## config.mk

```make
export PLATFORM = sky130hd
export DESIGN_NAME = alu
export DESIGN_NICKNAME = d
export VERILOG_FILES = /design/src/rtl/alu_pkg.sv /design/src/rtl/alu_addsub.sv /design/src/rtl/alu.sv
export SDC_FILE = /design/constraint.sdc
export NUM_CORES = 2
export LEC_CHECK = 0
export BUFFER_PORTS_ARGS = -buffer_cell sky130_fd_sc_hd__buf_2
export CAP_MARGIN = 20
export CORE_MARGIN = 2
export CORE_UTILIZATION = 28
export DETAILED_ROUTE_END_ITERATION = 7
export PLACE_DENSITY = 0.47
export SYNTH_ARGS = -nofsm -noshare
export SYNTH_HDL_FRONTEND = slang
export SYNTH_SLANG_ARGS = --single-unit
```

## constraint.sdc

```tcl
create_clock -name clk -period 11 [get_ports clk]
set_clock_uncertainty 0.1 [all_clocks]
set_input_delay 1.1 -clock clk [delete_from_list [all_inputs] [get_ports clk]]
set_output_delay 1.1 -clock clk [all_outputs]
set_load 0.005 [all_outputs]
```

## src/rtl/alu_pkg.sv

```systemverilog
`default_nettype none
// ============================================================================
// Module      : alu_pkg
// Description : Shared operation encoding and constants for the registered ALU.
// Revision    : 1.0 - initial release
// ============================================================================
package alu_pkg;

    // Operation select encoding (only the low four bits carry the opcode;
    // the ALU separately checks that every upper Op bit is zero).
    typedef enum logic [3:0] {
        OP_ADD  = 4'd0,
        OP_SUB  = 4'd1,
        OP_AND  = 4'd2,
        OP_OR   = 4'd3,
        OP_XOR  = 4'd4,
        OP_NOR  = 4'd5,
        OP_SLL  = 4'd6,
        OP_SRL  = 4'd7,
        OP_SRA  = 4'd8,
        OP_SLT  = 4'd9,
        OP_SLTU = 4'd10,
        OP_MUL  = 4'd11
    } alu_op_e;

    // Highest legal opcode value.
    localparam int OP_LAST = 11;

    // Default datapath width and the matching shift-amount width.
    localparam int DEF_WIDTH = 32;
    localparam int SHAMT_W   = $clog2(DEF_WIDTH);

endpackage : alu_pkg
`default_nettype wire

```

## src/rtl/alu_addsub.sv

```systemverilog
`default_nettype none
// ============================================================================
// Module      : alu_addsub
// Description : Shared WIDTH+1-bit adder for ADD/SUB/SLT/SLTU. Subtraction is
//               done as A + ~B + 1; produces sum, carry/borrow, signed
//               overflow and both less-than results.
// Revision    : 1.0 - initial release
// ============================================================================
module alu_addsub #(
    parameter int WIDTH = 32
) (
    input  logic [WIDTH-1:0] a_i,
    input  logic [WIDTH-1:0] b_i,
    input  logic             sub_i,
    output logic [WIDTH-1:0] sum_o,
    output logic             carry_o,
    output logic             overflow_o,
    output logic             lt_signed_o,
    output logic             lt_unsigned_o
);

    logic [WIDTH-1:0] b_eff;
    logic [WIDTH:0]   sum_ext;
    logic             cout;

    // Single adder; inverting B and injecting a carry-in turns it into A-B.
    always_comb begin
        b_eff   = sub_i ? ~b_i : b_i;
        sum_ext = {1'b0, a_i} + {1'b0, b_eff} + {{WIDTH{1'b0}}, sub_i};
        cout    = sum_ext[WIDTH];
        sum_o   = sum_ext[WIDTH-1:0];
        // For subtraction the adder's carry-out is the inverse of a borrow.
        carry_o = sub_i ? ~cout : cout;
        // Operands (as actually added) share a sign but the sum's sign differs.
        overflow_o = (a_i[WIDTH-1] == b_eff[WIDTH-1]) &&
                     (sum_ext[WIDTH-1] != a_i[WIDTH-1]);
        // Signed less-than: sign of the true difference, corrected for overflow.
        lt_signed_o   = sum_ext[WIDTH-1] ^ overflow_o;
        lt_unsigned_o = ~cout;
    end

endmodule : alu_addsub
`default_nettype wire

```

## src/rtl/alu.sv

```systemverilog
`default_nettype none
// ============================================================================
// Module      : alu
// Description : Registered integer ALU. Twelve operations selected by Op are
//               computed combinationally and captured together with
//               zero/carry/overflow/illegal_op flags on the next rising edge.
// Revision    : 1.0 - initial release
// ============================================================================
module alu
    import alu_pkg::*;
#(
    parameter int WIDTH = 32
) (
    input  logic             clk,
    input  logic             rst_n,
    input  logic [WIDTH-1:0] A,
    input  logic [WIDTH-1:0] B,
    input  logic [WIDTH-1:0] Op,
    output logic [WIDTH-1:0] Result,
    output logic             zero,
    output logic             carry,
    output logic             overflow,
    output logic             illegal_op
);

    localparam int SH_W = $clog2(WIDTH);

    logic             legal;
    alu_op_e          op_e;
    logic [SH_W-1:0]  shamt;
    logic             sub_sel;

    logic [WIDTH-1:0] as_sum;
    logic             as_carry;
    logic             as_ovf;
    logic             as_lt_s;
    logic             as_lt_u;

    logic [WIDTH-1:0] result_d;
    logic             zero_d;
    logic             carry_d;
    logic             overflow_d;
    logic             illegal_d;

    logic [WIDTH-1:0] result_q;
    logic             zero_q;
    logic             carry_q;
    logic             overflow_q;
    logic             illegal_q;

    // Decode: legality uses the whole Op word, so any upper bit set is illegal.
    always_comb begin
        legal   = (Op <= WIDTH'(OP_LAST));
        op_e    = alu_op_e'(Op[3:0]);
        shamt   = B[SH_W-1:0];
        sub_sel = legal && ((op_e == OP_SUB) || (op_e == OP_SLT) ||
                            (op_e == OP_SLTU));
    end

    alu_addsub #(
        .WIDTH(WIDTH)
    ) u_addsub (
        .a_i          (A),
        .b_i          (B),
        .sub_i        (sub_sel),
        .sum_o        (as_sum),
        .carry_o      (as_carry),
        .overflow_o   (as_ovf),
        .lt_signed_o  (as_lt_s),
        .lt_unsigned_o(as_lt_u)
    );

    // Result mux and flag generation; every output has a defined default.
    always_comb begin
        result_d   = '0;
        carry_d    = 1'b0;
        overflow_d = 1'b0;
        illegal_d  = ~legal;
        if (legal) begin
            case (op_e)
                OP_ADD, OP_SUB: begin
                    result_d   = as_sum;
                    carry_d    = as_carry;
                    overflow_d = as_ovf;
                end
                OP_AND:  result_d = A & B;
                OP_OR:   result_d = A | B;
                OP_XOR:  result_d = A ^ B;
                OP_NOR:  result_d = ~(A | B);
                OP_SLL:  result_d = A << shamt;
                OP_SRL:  result_d = A >> shamt;
                OP_SRA:  result_d = $unsigned($signed(A) >>> shamt);
                OP_SLT:  result_d = {{(WIDTH-1){1'b0}}, as_lt_s};
                OP_SLTU: result_d = {{(WIDTH-1){1'b0}}, as_lt_u};
                OP_MUL:  result_d = A * B;
                default: result_d = '0;
            endcase
        end
        zero_d = legal && (result_d == '0);
    end

    // Single output register stage with synchronous active-low reset.
    always_ff @(posedge clk) begin
        if (!rst_n) begin
            result_q   <= '0;
            zero_q     <= 1'b0;
            carry_q    <= 1'b0;
            overflow_q <= 1'b0;
            illegal_q  <= 1'b0;
        end else begin
            result_q   <= result_d;
            zero_q     <= zero_d;
            carry_q    <= carry_d;
            overflow_q <= overflow_d;
            illegal_q  <= illegal_d;
        end
    end

    assign Result     = result_q;
    assign zero       = zero_q;
    assign carry      = carry_q;
    assign overflow   = overflow_q;
    assign illegal_op = illegal_q;

endmodule : alu
`default_nettype wire

```

# Word-level counts from Yosys, hierarchy flattened
# Index checks and enable logic that the tools add are counted.
[word_totals] ff_bits=36 in_bits=98 out_inout_bits=36 word_cells=46
[classes] add_sub_neg=2 n_mul=1 magnitude_cmp=1 n_eq_ne=13 shifts=3 mux=4 n_bitwise=8 n_reduce_logical=9
[op_table] operator="32-bit one-hot mux with 11 select lines" n=1
[op_table] operator="32-bit two-way mux" n=2
[op_table] operator="32-bit inverter" n=2
[op_table] operator="32-bit by 32-bit adder with 33-bit output" n=1
[op_table] operator="33-bit by 1-bit adder with 33-bit output" n=1
[op_table] operator="32-bit bitwise AND" n=1
[op_table] operator="32-bit by 4-bit less-or-equal comparator with 1-bit output, second input constant" n=1
[op_table] operator="32-bit logical NOT" n=1
[op_table] operator="32-bit by 32-bit multiplier with 32-bit output" n=1
[op_table] operator="32-bit OR" n=1
[op_table] operator="32-bit by 5-bit left shift with 32-bit output" n=1
[op_table] operator="32-bit by 5-bit >> shifter with 32-bit output" n=1
[op_table] operator="32-bit by 5-bit >>> shifter with 32-bit output" n=1
[op_table] operator="32-bit bitwise XOR" n=1
[op_table] operator="4-bit by 3-bit equality test with 1-bit output, second input constant" n=4
[op_table] operator="4-bit equality test, second input constant" n=4
[op_table] operator="4-bit by 2-bit equality test with 1-bit output, second input constant" n=2
[op_table] operator="4-bit by 1-bit equality test with 1-bit output, second input constant" n=1
[op_table] operator="4-bit logical NOT" n=1
[op_table] operator="1-bit logical AND" n=3
[op_table] operator="3-bit AND reduction" n=1
[op_table] operator="1-bit logical OR" n=2
[op_table] operator="1-bit inverter" n=2
[op_table] operator="2-bit OR reduction" n=1
[op_table] operator="other kinds (4)" n=4

# Logic depth before layout (Yosys ltp)
[logic_depth] depth_word=14 mapped_depth=32 depth_no_buf=28

# Hierarchy
# Synthesis repeated with hierarchy kept, for this count alone.
[hier_totals] cells_unflattened=2996 hier_area_um2=24649.9
[by_module_without_submodules] module="alu" n_inst=1 cells_each=2675 area_per_inst_um2=22347.7 seq_area_each_um2=720.7
[by_module_without_submodules] module="alu_addsub" n_inst=1 cells_each=321 area_per_inst_um2=2302.2 seq_area_each_um2=0.0

# Worst setup path after synthesis
# OpenSTA, ideal clock, no wires.
[synth_path] path_kind="input to register" from="in B[2]" to="reg zero_q, in the netlist zero" setup_time_ns=0.061 arrival_time_ns=9.352 required_ns=10.839 slack_ns=1.487 stages=30 n_path_buf=6 path_cell_list="inv_1 > buf_2 > buf_1 > buf_1 > clkbuf_1 > buf_1 > nor2_1 > fa_1 > inv_1 > fa_1 > fa_1 > fa_1 > inv_1 > fa_1 > fa_1 > fa_1 > fa_1 > ha_1 > clkbuf_1 > nand4_1 > nor3b_1 > o211ai_1 > and3_1 > xnor2_1 > a211oi_1 > o311ai_0 > nor4_2 > nand3_1 > o41ai_2 > and4b_1"
[synth_via] elab_chain_len=11 elab_cells_between_ends=20 classes_between="add/sub (2); mul (1); eq/ne (1); shift (3); mux (3); bitwise (7); reduce/logical (3)"
[synth_lines] item="start: declaration" line_no="alu.sv:17" text="input logic [WIDTH-1:0] B,"
[synth_lines] item="32-bit inverter" line_no="alu_addsub.sv:28" text="b_eff = sub_i ? ~b_i : b_i;"
[synth_lines] item="32-bit two-way mux" line_no="alu_addsub.sv:28"
[synth_lines] item="32-bit by 32-bit adder with 33-bit output" line_no="alu_addsub.sv:29" text="sum_ext = {1'b0, a_i} + {1'b0, b_eff} + {{WIDTH{1'b0}}, sub_i};"
[synth_lines] item="33-bit by 1-bit adder with 33-bit output" line_no="alu_addsub.sv:29"
[synth_lines] item="1-bit != test" line_no="alu_addsub.sv:36" text="(sum_ext[WIDTH-1] != a_i[WIDTH-1]);"
[synth_lines] item="1-bit logical AND" line_no="alu_addsub.sv:35" text="overflow_o = (a_i[WIDTH-1] == b_eff[WIDTH-1]) &&"
[synth_lines] item="1-bit bitwise XOR" line_no="alu_addsub.sv:38" text="lt_signed_o = sum_ext[WIDTH-1] ^ overflow_o;"
[synth_lines] item="32-bit one-hot mux with 11 select lines (*)" line_no="alu.sv:80" text="case (op_e)"
[synth_lines] item="32-bit two-way mux (*)" line_no="alu.sv:79" text="if (legal) begin"
[synth_lines] item="32-bit logical NOT (*)" line_no="alu.sv:99" text="zero_d = legal && (result_d == '0);"
[synth_lines] item="1-bit logical AND (*)" line_no="alu.sv:99"
[synth_lines] item="end signal: assignment" line_no="alu.sv:112" text="zero_q <= zero_d;"
[synth_lines] item="end: declaration" line_no="alu.sv:46" text="logic zero_q;"
# Mark *: on every way between the ends. The rest lies on a longest branch, timed or not.
# A chain may end at the register's enable or synchronous reset.

# Worst setup path in the final report
[layout_path] from="in A[5]" to="reg zero_q, in the netlist zero"
[layout_via] elab_chain_len=9 elab_cells_between_ends=18 classes_between="add/sub (2); mul (1); eq/ne (1); shift (3); mux (2); bitwise (6); reduce/logical (3)"
[layout_lines] item="start: declaration" line_no="alu.sv:16" text="input logic [WIDTH-1:0] A,"
[layout_lines] item="32-bit by 32-bit adder with 33-bit output" line_no="alu_addsub.sv:29"
[layout_lines] item="33-bit by 1-bit adder with 33-bit output" line_no="alu_addsub.sv:29"
[layout_lines] item="1-bit != test" line_no="alu_addsub.sv:36"
[layout_lines] item="1-bit logical AND" line_no="alu_addsub.sv:35"
[layout_lines] item="1-bit bitwise XOR" line_no="alu_addsub.sv:38"
[layout_lines] item="32-bit one-hot mux with 11 select lines (*)" line_no="alu.sv:80"
[layout_lines] item="32-bit two-way mux (*)" line_no="alu.sv:79"
[layout_lines] item="32-bit logical NOT (*)" line_no="alu.sv:99"
[layout_lines] item="1-bit logical AND (*)" line_no="alu.sv:99"
# Marked as above.

==> results.json <==
{
  "first_global_vias": 23500,
  "fin_crit_ps": 9640,
  "cts-root-buf": "clkbuf_16",
  "synth.ff_latch_count": 36,
  "yosys_warnings": 0,
  "clkSlewWorstSetupHoldPaths_ps": 60,
  "cts-buffers-inserted": 5,
  "worstMarginPinSlew_ps": 1210,
  "cts_tree": "yes",
  "drv_cap": 0,
  "preCtsSetupSlack_ps": 1340,
  "slew_headroom_pct": 18.4,
  "n_fill_cell": 9405,
  "syn_inst": 3003,
  "cp-end-kind": "flop",
  "multiInputGateArea_um2": 21500,
  "hold_class": "input port to flop",
  "worst_hold_slack_ps": 962,
  "outcome": "finished clean",
  "wl_per_cell_um": 28.1,
  "cts-resized-gates": 0,
  "post_cts_buffers": 0,
  "gr-usage-all-layers_pct": 26.0,
  "clk_path_buf_depth": 2,
  "nNetsFinal": 3763,
  "grt_busiest_layer": "met2",
  "setup_viol": 0,
  "required_ps": 11120,
  "synth_fp_nets": 3730,
  "setup_ws_ps": 1360,
  "syn_area_per_cell_um2": 8.21,
  "synth.distinct_cells": 84,
  "grtUsageMet3_pct": 4.82,
  "drt-initial-drc-count": 2852,
  "syn_area_um2": 24700,
  "use_met1_pct": 35.6,
  "antenna_found_initial": 9,
  "grt_pass1_wl_um": 170000,
  "initial_core_util_pct": 28.3,
  "slew_violations": 0,
  "grt_max_degree": 54,
  "fin_tns_setup_ps": 0,
  "cts.sinks": 36,
  "async_flop_share_pct": 0,
  "crit_path_start": "A[5]",
  "hp-start": "rst_n",
  "use_met2_pct": 40.5,
  "hold_viol": 0,
  "place.gp.congestion": 0.965,
  "core_um2": 87000,
  "rsz0062_at_grt": "false",
  "yosys_most_used_dff": "dfxtp_1",
  "ios": 134,
  "crit_path_max_fanout": 11,
  "hold_buffers": 0,
  "htree_num_levels": 2,
  "antenna_left": 0,
  "rows": 108,
  "drc_errors": 0,
  "synth_edf_count": 0,
  "hpwl_um": 92300,
  "worstSetupPathType": "input port to flop",
  "cp-start-kind": "input port",
  "drtPass1Iterations": 6,
  "wl_um": 118000,
  "post-route-period-util_pct": 87.7,
  "die_y_um": 301,
  "globalRoute.totalOverflow": 0,
  "final-seq-area_um2": 721,
  "drive_above_1_share_pct": 10.4,
  "vias_per_cell": 5.49,
  "max_freq_ghz": 0.104,
  "die_w_um": 301,
  "vias": 23000,
  "dieArea_um2": 90500,
  "portBuffers": 133,
  "arrival_ps": 9760,
  "ys_seq_area_share_pct": 2.92,
  "area_growth_pct": 8.50
}
## layout by cell type, fill, tap and decap left out, types with 36 or more instances in the layout
| master | count |
|---|---|
| mux2i_1 | 47 |
| a21oi_1 | 116 |
| nor2_1 | 472 |
| o21ai_0 | 75 |
| dfxtp_1 | 36 |
| nand2_1 | 325 |
| ha_1 | 219 |
| buf_4 | 82 |
| mux4_2 | 46 |
| buf_2 | 131 |
| xnor2_1 | 107 |
| fa_1 | 410 |
| inv_1 | 430 |
## final timing paths
check / cells after the start / end
setup / recovery: 27 / zero
hold / removal: 2 / Result[0]
## cell type report
type / instances / share of cell area, %
repair buffers: 213 / 4.75
clock inverters: 3 / 0.0701
clock buffers: 5 / 0.468
well taps: 1155 / 5.40
inverters: 455 / 6.38
diodes: 2 / 0.0187
multi-input cells: 2325 / 80.2
flip-flops and latches: 36 / 2.69
## cell usage after synthesis, types with 6 or more instances
cell         n  area share [%]
mux4_2      46             4.2
o22ai_1     10            0.25
mux2_2      19            0.87
a21o_1      26            0.79
clkinv_1    18            0.27
nor3b_1     10            0.30
nor2_1     473             7.2
o211ai_1    20            0.61
o221ai_1    11            0.39
a21oi_1    116             2.4
xnor2_1    107             3.8
nor4_1      11            0.28
inv_1      432             6.6
xor2_1      24            0.85
and3_1       8            0.20
o21a_1      12            0.37
or3_1       10            0.25
buf_1       29            0.44
nand4_1     19            0.48
fa_1       410              33
ha_1       219              11
nor2b_1     21            0.53
a22o_1       7            0.25
buf_2       21            0.43
nand2_1    325             4.9
nand3_1     29            0.59
dfxtp_1     36             2.9
o2111ai_1    6            0.21
mux4_1      14             1.5
mux2i_1     47             1.9
a31oi_1     17            0.43
and2_1       6            0.15
o21ai_0     75             1.5
a221oi_1    26            0.92
a22oi_1     16            0.49
clkbuf_1   126             1.9
buf_6        8            0.37
nand2b_1    17            0.43
nor3_1      34            0.69
a211oi_1    23            0.70
## critical path: stages
cell       delay (ps)
buf_2             130
clkinv_1          670
buf_4             490
nor2_1            150
fa_1              430
inv_1              80
fa_1              150
inv_1              60
fa_1              470
inv_1              50
fa_1              470
inv_1              50
fa_1              500
inv_1              60
fa_1              530
inv_1              50
fa_1              540
fa_1              440
ha_1              390
and3_1            290
o211ai_1          210
a31oi_1           300
xor2_1            200
a221o_1           430
a2111oi_0         990
and4b_1           330
and4b_1           190
## kinds of logic after synthesis
| kind of cell | after synthesis | share of synthesized area, % |
|---|---|---|
| multiplexers | 126 | 8.47 |
| adder cells (fa/ha/maj) | 629 | 44.4 |
| XOR/XNOR | 131 | 4.65 |
| flip-flops | 36 | 2.92 |
| AND/OR/NAND/NOR | 998 | 17.4 |
| buffers and inverters | 642 | 10.2 |
| AO/OA/AOI/OAI | 441 | 12.0 |
## state kept, by name, summed over array words and instances (netlist names)
signal      cells
zero            1
Result         32
illegal_op      1
overflow        1
carry           1
## routing by layer
layer,wire length (um),vias to the layer above
met5,0,-
met4,6060,0
met3,10900,258
met2,52200,1295
met1,48600,11600
li1,-,9869
## stage by stage
step,util [%],instances,instance area (um2)
after detailed placement,30.6,4184,26600
after global placement,30.6,4184,26600
final,30.7,4194,26800
after global routing,30.7,4192,26800
after floorplan,-,3003,24700
after CTS,30.7,4192,26800
Power is not shown: default switching activity piles up to over one toggle a cycle in this logic, so the estimate is an artifact.
